==> src/rtl/arb_pkg.sv <==
// Shared types for the grant mux: requester count, FSM states and the
// one-hot grant decoder used on both sides of the arbiter.
package arb_pkg;

  localparam int NUM_REQ = 4;
  localparam int ID_W    = 2;

  typedef enum logic [1:0] {
    IDLE = 2'd0,
    XFER = 2'd1,
    DONE = 2'd2
  } state_t;

  typedef struct packed {
    logic            vld;
    logic [ID_W-1:0] idx;
  } oh_res_t;

  function automatic oh_res_t onehot_to_idx(
    input logic [NUM_REQ-1:0] oh
  );
    oh_res_t r;
    r.vld = 1'b0;
    r.idx = '0;
    case (oh)
      4'b0001: begin r.vld = 1'b1; r.idx = 2'd0; end
      4'b0010: begin r.vld = 1'b1; r.idx = 2'd1; end
      4'b0100: begin r.vld = 1'b1; r.idx = 2'd2; end
      4'b1000: begin r.vld = 1'b1; r.idx = 2'd3; end
      default: begin r.vld = 1'b0; r.idx = 2'd0; end
    endcase
    return r;
  endfunction

endpackage

==> src/rtl/arb_grant_mux_if.sv <==
// Per-requester beat bundle plus the shared master port.
// master: the mux side; slave: requesters and sink.
interface arb_grant_mux_if
  import arb_pkg::*;
#(
  parameter int DW = 8,
  parameter int LW = 4
) ();

  logic [NUM_REQ-1:0]    req_valid;
  logic [NUM_REQ*DW-1:0] req_data;
  logic [NUM_REQ*LW-1:0] req_len;
  logic [NUM_REQ-1:0]    req_ready;
  logic                  m_valid;
  logic [DW-1:0]         m_data;
  logic [ID_W-1:0]       m_id;
  logic                  m_last;
  logic                  m_ready;

  modport master (
    input  req_valid,
    input  req_data,
    input  req_len,
    output req_ready,
    output m_valid,
    output m_data,
    output m_id,
    output m_last,
    input  m_ready
  );

  modport slave (
    output req_valid,
    output req_data,
    output req_len,
    input  req_ready,
    input  m_valid,
    input  m_data,
    input  m_id,
    input  m_last,
    output m_ready
  );

endinterface

==> src/rtl/arb_grant_mux_onehot_enc.sv <==
// 4-bit one-hot to index encoder; vld is low for zero or multi-hot input.
module onehot_enc
  import arb_pkg::*;
(
  input  logic [NUM_REQ-1:0] oh,
  output logic [ID_W-1:0]    idx,
  output logic               vld
);

  oh_res_t res;

  always_comb begin
    res = onehot_to_idx(oh);
    idx = res.idx;
    vld = res.vld;
  end

endmodule

==> src/rtl/arb_grant_mux.sv <==
// Locks a one-hot grant owner for a whole burst and muxes its handshake.
// ARB_GRANT_MUX_TIMEOUT_EN adds a stall watchdog and a timeout output.
module arb_grant_mux
  import arb_pkg::*;
#(
  parameter int DW = 8,
  parameter int LW = 4
`ifdef ARB_GRANT_MUX_TIMEOUT_EN
  ,
  parameter int TO_CYCLES = 16
`endif
) (
  input  logic               clk,
  input  logic               rst,
  input  logic [NUM_REQ-1:0] grant,
  arb_grant_mux_if.master    bus,
  output logic               busy,
  output logic               done,
  output logic [ID_W-1:0]    done_id,
`ifdef ARB_GRANT_MUX_TIMEOUT_EN
  output logic               timeout,
`endif
  output logic               grant_err
);

  state_t          state_q, state_d;
  logic [ID_W-1:0] owner_q, owner_d;
  logic [LW-1:0]   cnt_q, cnt_d;
  logic            gerr_q, gerr_d;

  logic [ID_W-1:0]    g_idx;
  logic               g_vld;
  logic               hs;
  logic               mv;
  logic [NUM_REQ-1:0] rr;

`ifdef ARB_GRANT_MUX_TIMEOUT_EN
  localparam int SW = $clog2(TO_CYCLES + 1);
  logic [SW-1:0] stall_q, stall_d;
  logic          to_q, to_d;
`endif

  onehot_enc u_enc (
    .oh  (grant),
    .idx (g_idx),
    .vld (g_vld)
  );

  always_ff @(posedge clk or negedge rst) begin
    if (!rst) begin
      state_q <= IDLE;
      owner_q <= '0;
      cnt_q   <= '0;
      gerr_q  <= 1'b0;
`ifdef ARB_GRANT_MUX_TIMEOUT_EN
      stall_q <= '0;
      to_q    <= 1'b0;
`endif
    end else begin
      state_q <= state_d;
      owner_q <= owner_d;
      cnt_q   <= cnt_d;
      gerr_q  <= gerr_d;
`ifdef ARB_GRANT_MUX_TIMEOUT_EN
      stall_q <= stall_d;
      to_q    <= to_d;
`endif
    end
  end

  assign mv = bus.req_valid[owner_q];
  assign hs = (state_q == XFER) & mv & bus.m_ready;

  always_comb begin
    state_d     = state_q;
    owner_d     = owner_q;
    cnt_d       = cnt_q;
    gerr_d      = gerr_q;
    rr          = '0;
    bus.m_valid = 1'b0;
    bus.m_data  = '0;
    bus.m_id    = '0;
    bus.m_last  = 1'b0;
    busy        = 1'b0;
    done        = 1'b0;
    done_id     = '0;
`ifdef ARB_GRANT_MUX_TIMEOUT_EN
    stall_d     = stall_q;
    to_d        = 1'b0;
    timeout     = 1'b0;
`endif
    unique case (state_q)
      IDLE: begin
`ifdef ARB_GRANT_MUX_TIMEOUT_EN
        stall_d = '0;
`endif
        if (g_vld) begin
          owner_d = g_idx;
          cnt_d   = bus.req_len[g_idx*LW +: LW];
          state_d = XFER;
        end else if (|grant) begin
          gerr_d = 1'b1;
        end
      end
      XFER: begin
        busy        = 1'b1;
        bus.m_valid = mv;
        bus.m_data  = bus.req_data[owner_q*DW +: DW];
        bus.m_id    = owner_q;
        bus.m_last  = (cnt_q == '0);
        rr[owner_q] = bus.m_ready;
        if (hs) begin
          if (cnt_q == '0) state_d = DONE;
          else cnt_d = cnt_q - 1'b1;
`ifdef ARB_GRANT_MUX_TIMEOUT_EN
          stall_d = '0;
        end else if (stall_q == SW'(TO_CYCLES - 1)) begin
          state_d = DONE;
          to_d    = 1'b1;
        end else begin
          stall_d = stall_q + 1'b1;
`endif
        end
      end
      DONE: begin
        busy    = 1'b1;
        done    = 1'b1;
        done_id = owner_q;
        state_d = IDLE;
`ifdef ARB_GRANT_MUX_TIMEOUT_EN
        timeout = to_q;
`endif
      end
      default: state_d = IDLE;
    endcase
  end

  assign bus.req_ready = rr;
  assign grant_err     = gerr_q;

endmodule
==> src/flat_wrapper.sv <==
// flat-port wrapper written by rule: the top's interface ports become plain ports
module arb_grant_mux_flat import arb_pkg::*;
#(
  parameter int DW = 8,
  parameter int LW = 4

)
  (clk, rst, grant, busy, done, done_id, grant_err, bus_req_valid, bus_req_data, bus_req_len, bus_req_ready, bus_m_valid, bus_m_data, bus_m_id, bus_m_last, bus_m_ready);
  arb_grant_mux_if #(.DW(DW), .LW(LW)) bus_i ();
  input  logic clk;
  input  logic rst;
  input  logic [NUM_REQ-1:0] grant;
  output logic busy;
  output logic done;
  output logic [ID_W-1:0] done_id;
  output logic grant_err;
  input wire logic [$bits(bus_i.req_valid)-1:0] bus_req_valid;
  input wire logic [$bits(bus_i.req_data)-1:0] bus_req_data;
  input wire logic [$bits(bus_i.req_len)-1:0] bus_req_len;
  output wire logic [$bits(bus_i.req_ready)-1:0] bus_req_ready;
  output wire logic [$bits(bus_i.m_valid)-1:0] bus_m_valid;
  output wire logic [$bits(bus_i.m_data)-1:0] bus_m_data;
  output wire logic [$bits(bus_i.m_id)-1:0] bus_m_id;
  output wire logic [$bits(bus_i.m_last)-1:0] bus_m_last;
  input wire logic [$bits(bus_i.m_ready)-1:0] bus_m_ready;
  assign bus_i.req_valid = bus_req_valid;
  assign bus_i.req_data = bus_req_data;
  assign bus_i.req_len = bus_req_len;
  assign bus_req_ready = bus_i.req_ready;
  assign bus_m_valid = bus_i.m_valid;
  assign bus_m_data = bus_i.m_data;
  assign bus_m_id = bus_i.m_id;
  assign bus_m_last = bus_i.m_last;
  assign bus_i.m_ready = bus_m_ready;
  arb_grant_mux #(.DW(DW), .LW(LW)) u_core (.clk(clk), .rst(rst), .grant(grant), .bus(bus_i), .busy(busy), .done(done), .done_id(done_id), .grant_err(grant_err));
endmodule
==> config.mk <==
export PLATFORM = sky130hd
export DESIGN_NAME = arb_grant_mux_flat
export DESIGN_NICKNAME = d
export VERILOG_FILES = /design/src/rtl/arb_pkg.sv /design/src/rtl/arb_grant_mux_if.sv /design/src/rtl/arb_grant_mux_onehot_enc.sv /design/src/rtl/arb_grant_mux.sv /design/src/flat_wrapper.sv
export SDC_FILE = /design/constraint.sdc
export NUM_CORES = 1
export LEC_CHECK = 0
export ABC_AREA = 1
export CAP_MARGIN = 20
export CORE_ASPECT_RATIO = 0.75
export CORE_UTILIZATION = 29
export DETAILED_ROUTE_END_ITERATION = 10
export PLACE_DENSITY_LB_ADDON = 0.05
export SYNTH_ARGS = -nofsm -noshare
export SYNTH_HDL_FRONTEND = slang
export SYNTH_HIERARCHICAL = 1
export SYNTH_SLANG_ARGS = --single-unit
==> constraint.sdc <==
create_clock -name clk -period 3.9 [get_ports clk]
set_input_delay 0.78 -clock clk [delete_from_list [all_inputs] [get_ports clk]]
set_output_delay 0.78 -clock clk [all_outputs]
set_load 0.005 [all_outputs]
==> results of run 1 <==
[power by group]
group | total, mW | internal (mW) | switching, mW
registers | 0.185 | 0.128 | 0.0574
clock network | 0.107 | 0.0711 | 0.0357
logic | 0.544 | 0.255 | 0.289
[critical path: stages (launching register included)]
cell             delay [ns]
dfrtp_1                0.39
inv_1                  0.11
ha_1                   0.39
inv_2                  0.24
nor4_1                 0.30
clkdlybuf4s50_1        0.55
[placed cells by master (no fill, tap or decap), drive strengths merged]
cell | netlist | layout
nor2 | 38 | 38
nor3 | 2 | 2
clkbuf | 4 | 4
ha | 6 | 6
clkdlybuf4s50 | 0 | 79
nand3 | 20 | 20
nor4 | 3 | 3
a21oi | 8 | 8
o21ai | 18 | 18
xor2 | 1 | 1
o21bai | 1 | 1
inv | 33 | 33
nand4 | 6 | 6
dfrtp | 9 | 9
or2 | 1 | 1
nand2 | 66 | 66
[kinds of logic (layout without fill, tap and decap cells)]
kind of cell	count (synthesis)	after routing	synth area share (%)
AO/OA/AOI/OAI	27	27	11.6
XOR/XNOR	1	1	0.737
adder cells (fa/ha/maj)	6	6	6.32
buffers and inverters	41	116	13.4
flip-flops	9	9	18.9
AND/OR/NAND/NOR	136	136	49.1
[area by class of cell]
cell class                      count  share of cell area, %
Timing Repair Buffer               79                   38.5
Clock buffer                        4                   2.19
Inverter                           33                   6.03
Tap cell                           52                   3.17
Multi-Input combinational cell    170                   39.2
Sequential cell                     9                   11.0
[layer usage]
layer,share of wire [%],global-route usage [%],vias up
met2,40,28.1,49
met1,52,26.6,648
met4,0.81,4.12,0
met5,0,0,-
met3,7.1,4.64,4
li1,-,-,844
[registers in the layout (all words and copies together), names as in the netlist]
signal / flops
u_core/grant_err: 1
u_core/state_q: 2
u_core/cnt_q: 4
u_core/owner_q: 2
[metrics by stage]
step | instance area, um^2 | utilization [%] | setup WS (ns)
2_1_floorplan | 1190 | - | 1.90
3_5_place_dp | 2010 | 53.2 | 0.942
5_1_grt | 2050 | 54.4 | 0.730
3_3_place_gp | 2010 | 53.2 | 0.946
4_1_cts | 2050 | 54.4 | 0.884
6_report | 2050 | 54.4 | 0.911
[worst min path at each step]
stage	startpoint	end	slack [ns]	depth (start not counted)
final	u_core/grant_err	u_core/grant_err	0.48	1
after global routing	u_core/cnt_q[0]	u_core/cnt_q[0]	0.50	2
after CTS	u_core/grant_err	u_core/grant_err	0.48	1
after detailed placement	u_core/grant_err	u_core/grant_err	0.47	1
after global placement	u_core/grant_err	u_core/grant_err	0.46	1
after floorplan	u_core/cnt_q[0]	u_core/cnt_q[0]	0.45	2
==> flow_summary.yaml, run 1 <==
synthesis:
  yosysMostFrequentCell: "nand2_1"
  synth_cell_type_count: 20
  syn_inst: 220
  yosysSeqAreaShare_pct: 18.9
  synth-seq-cells: 9
  synth_top_area_share_pct: 20.5
  synth_edf_count: 0
  synthArstFlopShare_pct: 100
  synth_top_area_cell: "nand2_1"
  synth_warnings: 6
  syn_area_per_cell_um2: 5.40
  synthTopCellsByArea: "nand2_1 21%, dfrtp_1 19%, nor2_1 12%"
  synth_fp_nets: 285
  ys_top_cells_by_count: "65 x nand2_1, 37 x nor2_1, 30 x inv_1, 18 x nand3_1, 18 x o21ai_0"
  synth_area_um2: 1190
  ys.flop_type: "dfrtp_1"
critical_path:
  endpoint_kind: "output pin"
  cp_max_fo: 18
  r2r_end: "u_core/state_q[1]"
  r2r-start: "u_core/owner_q[0]"
  crit_end: "bus_req_ready[2]"
  critPathRequiredTime_ns: 3.12
  rr_worst_depth: 8
  critPathLaunchType: "register"
  cp_data_arrival_time_ns: 2.21
  critical_path_class: "reg -> out"
  crit_start: "u_core/state_q[1]"
  r2r_setup_slack_ns: 2.04
power_and_ir_drop:
  p_leak_nw: 0.998
  vdd_ir_drop_max_mv: 0.386
  power_density_nw_per_um2: 407
  power_mw: 0.836
clock_tree:
  cts_made_buffers: 3
  post_cts_resized: 0
  cts_buffer_depth: 2
  cts_tree: "built"
  cts_sinks: 9
  cts.htree.levels: 1
  post-cts-setup-buffer-count: 0
  clkTransAtPathRegs_ns: 0.04
  cts_root_buf: "clkbuf_8"
  holdBufCountCts: 0
  clk_latency_ns: 0.23
routing:
  viasPerCell: 4.45
  post_drt_wl_per_cell_um: 11.4
  first_pass_iters: 5
  drc: 0
  drtIter0Drc: 84
  antenna_left: 0
  drt-total-wl_um: 3950
  num_vias: 1545
placement:
  routabilityCongestion: 0.850
  port_buffers: 79
  hpwlAfterDp_um: 3050
  dp.cells: 343
timing:
  fin_crit_sh_pct: 76.6
  setup-violations-final: 0
  holdWs_ns: 0.479
  skew_ns: 0.00179
  max_freq_mhz: 335
  min_period_ns: 2.99
  tightest_slew_ns: 0.773
  relSlewSlack_pct: 48.4
  rsz0062_at_grt: "false"
  tns_ns: 0
  maxSlewViolCount: 0
  finalHoldViolations: 0
finish:
  seqCellArea_um2: 225
  nNetsFinal: 361
  multi_input_area_um2: 805
  diodes: 0
  final_cells: 347
  syn_to_final_growth_pct: 72.8
  nFillCells: 369
  drive_gt1_share_pct: 3.39
global_route:
  track_usage_pct: 18.5
  grt_max_degree: 25
  grt_pass1_vias: 1341
  grt_pass1_wl_um: 6470
  grt_antenna_before_repair: 0
  grt_overflow: 0
die:
  ios: 80
  core_um2: 3780
  die_y_um: 57.4
  start_util_pct: 31.4
  die_area_um2: 4360
  rows: 19
  fp.dieW_um: 75.9
run:
  drv_cap: 0
outcome:
  status: "completed"
min_path:
  holdCritPathClass: "reg -> reg"
(Power assumes the default switching activity.)
==> inputs of run 2 (changes only) <==
==> constraint.sdc (replaced) <==
create_clock -name clk -period 2.7 [get_ports clk]
set_input_delay 0.54 -clock clk [delete_from_list [all_inputs] [get_ports clk]]
set_output_delay 0.54 -clock clk [all_outputs]
set_load 0.005 [all_outputs]
==> run 2 against run 1 <==
Effect of this change:
- design area is 1.2% higher
- first-iteration DRC count is 33% higher
- setup slack worse by 0.67 ns
- sequential cell count stayed put
==> flow_summary.yaml, run 2 (synthesized netlist as in run 1, its figures left out) <==
outcome:
  status: "completed"
finish:
  top_register: "u_core/cnt_q"
  drive_gt1_share_pct: 4.70
  layout_commonest_cell: "clkdlybuf4s50_1"
  nNetsFinal: 364
  final_cell_area_um2: 2080
  reg_top3: "u_core/cnt_q (4), u_core/owner_q (2), u_core/state_q (2)"
  largest_register_ffs: 4
  layout_common_cells: "79 x clkdlybuf4s50_1, 65 x nand2_1, 37 x nor2_1"
  syn_to_final_growth_pct: 74.8
  diodes: 0
  final_cells: 350
routing:
  dr_wl_met2_um: 1580
  antenna_left: 0
  drc: 0
  drtIter0Drc: 112
  drt-total-wl_um: 4020
  routedLengthMet1_um: 2120
  top_layer: "met4"
  num_vias: 1556
  post_drt_wl_per_cell_um: 11.5
  viasPerCell: 4.45
  wl_met3_um: 308
  first_pass_iters: 4
timing:
  maxSlewViolCount: 0
  tns_ns: 0
  fin_ws_ns: 0.243
  finalHoldViolations: 0
  setup-violations-final: 0
  min_period_ns: 2.46
  max_freq_mhz: 407
  relSlewSlack_pct: 73.0
  fin_crit_sh_pct: 91.0
  skew_ns: 0.00352
  rsz0062_at_grt: "false"
  tightest_slew_ns: 0.404
run:
  drv_cap: 0
clock_tree:
  cts_tree: "built"
  cts_buffer_depth: 2
  clkTransAtPathRegs_ns: 0.05
  cts_made_buffers: 3
  cts.htree.levels: 1
  cts_root_buf: "clkbuf_8"
  clk_latency_ns: 0.23
  post-cts-setup-buffer-count: 0
  cts_sinks: 9
min_path:
  hold-path-endpoint: "u_core/grant_err"
  hold_start: "u_core/grant_err"
  min_path_cells: 1
  holdCritPathClass: "reg -> reg"
die:
  fp.dieW_um: 75.9
  rows: 19
  die_y_um: 57.4
  die_area_um2: 4360
  ios: 80
  core_um2: 3780
  start_util_pct: 31.4
critical_path:
  r2r-start: "u_core/state_q[1]"
  cp_data_arrival_time_ns: 1.92
  cp_max_fo: 1
  r2r_end: "u_core/cnt_q[0]"
  rr_worst_depth: 8
  r2r_setup_slack_ns: 1.16
  critPathRequiredTime_ns: 2.16
  critical_path_class: "in -> out"
  endpoint_kind: "output pin"
  critPathLaunchType: "input pin"
placement:
  dp.cells: 346
  port_buffers: 79
  routabilityCongestion: 0.795
  pre_cts_ws_ns: 0.255
  hpwlAfterDp_um: 3190
  dpl_cell_area_um2: 2030
power_and_ir_drop:
  p_leak_nw: 1.01
  power_density_nw_per_um2: 591
  vdd_ir_drop_max_mv: 0.527
global_route:
  grt_max_degree: 19
  grt_pass1_vias: 1390
  grt_overflow: 0
  grt_antenna_before_repair: 0
  track_usage_pct: 18.9
  grt_pass1_wl_um: 6560
-- run 2: cell types whose count changed in the layout (fill, tap and decap cells not counted), sizes merged --
cell,before,now
buf,0,3
-- run 2: critical path: stages --
cell and delay, ns:
clkdlybuf4s50_1 0.46, nor2_1 0.04, nor2_1 0.08, o21ai_0 0.13, a21oi_1 0.16, clkdlybuf4s50_1 0.51
-- run 2: layer usage --
layer	global-route usage, %	vias to the layer above
met5	0	-
met4	2.47	0
met3	4.00	2
met2	28.1	49
met1	28.4	656
li1	-	849
-- run 2: timing repair --
item                       CTS  global route
hold buffers                 0             0
setup endpoints to repair    0             1
gates resized for setup      0             1
-- run 2: area by class of cell --
type,instances,area (um^2)
Tap cell,52,65.1
Fill cell,382,1700
Multi-Input combinational cell,170,805
Timing Repair Buffer,82,813
Sequential cell,9,226
Inverter,33,124
Clock buffer,4,45.0
-- run 2: worst max path at each step --
stage                           start  slack (ns)                to
floorplan           u_core/state_q[0]        0.94        bus_m_last
global placement          bus_m_ready        0.26  bus_req_ready[2]
detailed placement        bus_m_ready        0.26  bus_req_ready[2]
CTS                 u_core/owner_q[0]        0.14     bus_m_data[0]
global route        u_core/state_q[1]        0.07  bus_req_ready[2]
finish                bus_req_data[2]        0.24     bus_m_data[2]
-- run 2: report_power, final --
part / switching, mW / internal (mW) / leakage [nW]
clock network: 0.0516 / 0.103 / 0.0228
logic: 0.445 / 0.384 / 0.879
registers: 0.0585 / 0.186 / 0.110
-- run 2: per-stage QoR --
stage / total power, mW / util, % / hold slack (ns)
3_5_place_dp: 1.08 / 53.8 / 0.461
4_1_cts: 1.24 / 54.9 / 0.475
3_3_place_gp: 1.07 / 53.8 / 0.458
2_1_floorplan: 0.730 / - / 0.244
5_1_grt: 1.36 / 55.0 / 0.520
6_report: 1.23 / 55.0 / 0.468
==> inputs of run 3 (changes only) <==
--- a/config.mk
+++ b/config.mk
@@ -8,9 +8,10 @@
 export ABC_AREA = 1
 export CAP_MARGIN = 20
 export CORE_ASPECT_RATIO = 0.75
+export CORE_MARGIN = 4
 export CORE_UTILIZATION = 29
 export DETAILED_ROUTE_END_ITERATION = 10
-export PLACE_DENSITY_LB_ADDON = 0.05
+export PLACE_DENSITY = 0.7
 export SYNTH_ARGS = -nofsm -noshare
 export SYNTH_HDL_FRONTEND = slang
 export SYNTH_HIERARCHICAL = 1
==> run 3 against run 2 <==
Effect of this change:
- clock power is 3% lower
- register-to-register slack worse by 0.11 ns
- sequential cell count unchanged
- first-iteration DRC count decreased by 43%
- non-clock buffer count increased by 1
- design area up 0.36%
- highest routed layer unchanged
==> flow_summary.yaml, run 3 (synthesized netlist as in run 1, its figures left out) <==
timing:
  skew_ns: 0.00155
  maxSlewViolCount: 0
  rsz0062_at_grt: "false"
  min_period_ns: 2.49
  tightest_slew_ns: 0.396
  max_freq_mhz: 401
  tns_ns: 0
  fin_crit_sh_pct: 92.3
  relSlewSlack_pct: 73.6
  setup-violations-final: 0
  finalHoldViolations: 0
  holdWs_ns: 0.476
routing:
  antenna_left: 0
  num_vias: 1580
  drtIter0Drc: 64
  drc: 0
  drt-total-wl_um: 4060
  viasPerCell: 4.50
  post_drt_wl_per_cell_um: 11.6
  first_pass_iters: 4
die:
  fp.dieW_um: 81.9
  die_y_um: 63.4
  core_um2: 3800
  start_util_pct: 31.3
  rows: 19
  ios: 80
  die_area_um2: 5200
finish:
  layout_common_cells: "79 x clkdlybuf4s50_1, 65 x nand2_1, 37 x nor2_1"
  top_register: "u_core/cnt_q"
  final_cell_area_um2: 2090
  largest_register_ffs: 4
  layout_commonest_cell: "clkdlybuf4s50_1"
  syn_to_final_growth_pct: 75.5
  diodes: 0
  reg_top3: "u_core/cnt_q (4), u_core/owner_q (2), u_core/state_q (2)"
  drive_gt1_share_pct: 5.02
  nNetsFinal: 365
power_and_ir_drop:
  p_leak_nw: 1.02
  power_density_nw_per_um2: 590
  vdd_ir_drop_max_mv: 0.549
  power_mw: 1.23
critical_path:
  endpoint_kind: "output pin"
  r2r_end: "u_core/cnt_q[2]"
  critPathLaunchType: "input pin"
  critPathRequiredTime_ns: 2.16
  cp_max_fo: 4
  crit_end: "bus_req_ready[2]"
  path_cells: "clkdlybuf4s50_1 > inv_1 > nor4_1 > clkdlybuf4s50_1"
  rr_worst_depth: 9
  critical_path_class: "in -> out"
  crit_buf_inv: 3
  r2r_setup_slack_ns: 1.05
  cp_data_arrival_time_ns: 1.95
  path_common_cell: "clkdlybuf4s50_1"
  crit_start: "bus_m_ready"
  crit_family: "buffers and inverters"
  critPathMaxStageDelay_ns: 0.54
  r2r-start: "u_core/state_q[1]"
  worst-path-stages: 4
  cp_slowest_cell: "clkdlybuf4s50_1"
clock_tree:
  cts_root_buf: "clkbuf_8"
  clk_latency_ns: 0.23
  cts_tree: "built"
  cts.htree.levels: 1
  cts_sinks: 9
  cts_made_buffers: 3
  clkTransAtPathRegs_ns: 0.04
  cts_buffer_depth: 2
  post-cts-setup-buffer-count: 0
global_route:
  grt_pass1_wl_um: 6710
  grt_antenna_before_repair: 0
  grt_max_degree: 19
  grt_overflow: 0
  track_usage_pct: 15.8
  grt_pass1_vias: 1493
run:
  drv_cap: 0
placement:
  port_buffers: 79
  hpwlAfterDp_um: 3420
  dpl_cell_area_um2: 2040
  routabilityCongestion: 0.807
min_path:
  holdCritPathClass: "reg -> reg"
outcome:
  status: "completed"
[run 3: repair_timing]
action	4_1_cts	5_1_grt
resized for setup	0	1
endpoints found under the setup margin	0	2
hold buffers	0	0
hold endpoints to repair	0	0
[run 3: how the worst min path moves through the flow]
| stage | start | to | slack, ns | depth (start not counted) |
|---|---|---|---|---|
| floorplan | rst | u_core/cnt_q[0] | 0.24 | 0 |
| global placement | u_core/grant_err | u_core/grant_err | 0.46 | 1 |
| detailed placement | u_core/grant_err | u_core/grant_err | 0.46 | 1 |
| CTS | u_core/grant_err | u_core/grant_err | 0.48 | 1 |
| global route | u_core/cnt_q[0] | u_core/cnt_q[0] | 0.52 | 2 |
| finish | u_core/grant_err | u_core/grant_err | 0.48 | 1 |
[run 3: layer usage]
layer / GRT usage (%) / part of all wire (%) / up-vias / routed length, um
met5: 0 / 0 / - / 0
met4: 1.24 / 0.52 / 0 / 21
met3: 4.27 / 7.9 / 2 / 323
met2: 25.0 / 44 / 45 / 1790
met1: 22.3 / 47 / 681 / 1920
li1: - / - / 852 / -
[run 3: worst register-to-register path, cell delays in order (launching register included)]
cell and delay (ns):
dfrtp_1 0.36, inv_1 0.08, ha_1 0.20, inv_2 0.17
buf_4 0.20, nand2_1 0.06, nand2_1 0.17, nand3_2 0.14
nand2_1 0.10, nand2_1 0.06
[run 3: final cells by class]
cell class | count | area (um^2)
clock buffers | 4 | 45.0
fillers | 378 | 1720
inverters | 33 | 124
multi-input cells | 170 | 805
flip-flops and latches | 9 | 226
well taps | 52 | 65.1
repair buffers | 83 | 821
[run 3: stage by stage]
step / worst slack [ns] / cells / utilization, %
floorplan: 0.944 / 220 / -
global placement: 0.185 / 347 / 53.6
detailed placement: 0.197 / 347 / 53.6
CTS: 0.0870 / 351 / 54.8
global route: 0.0462 / 351 / 54.8
finish: 0.207 / 351 / 54.8
[run 3: where the power goes]
group	internal (mW)	switching (mW)
logic	0.391	0.448
clock network	0.102	0.0472
registers	0.186	0.0555
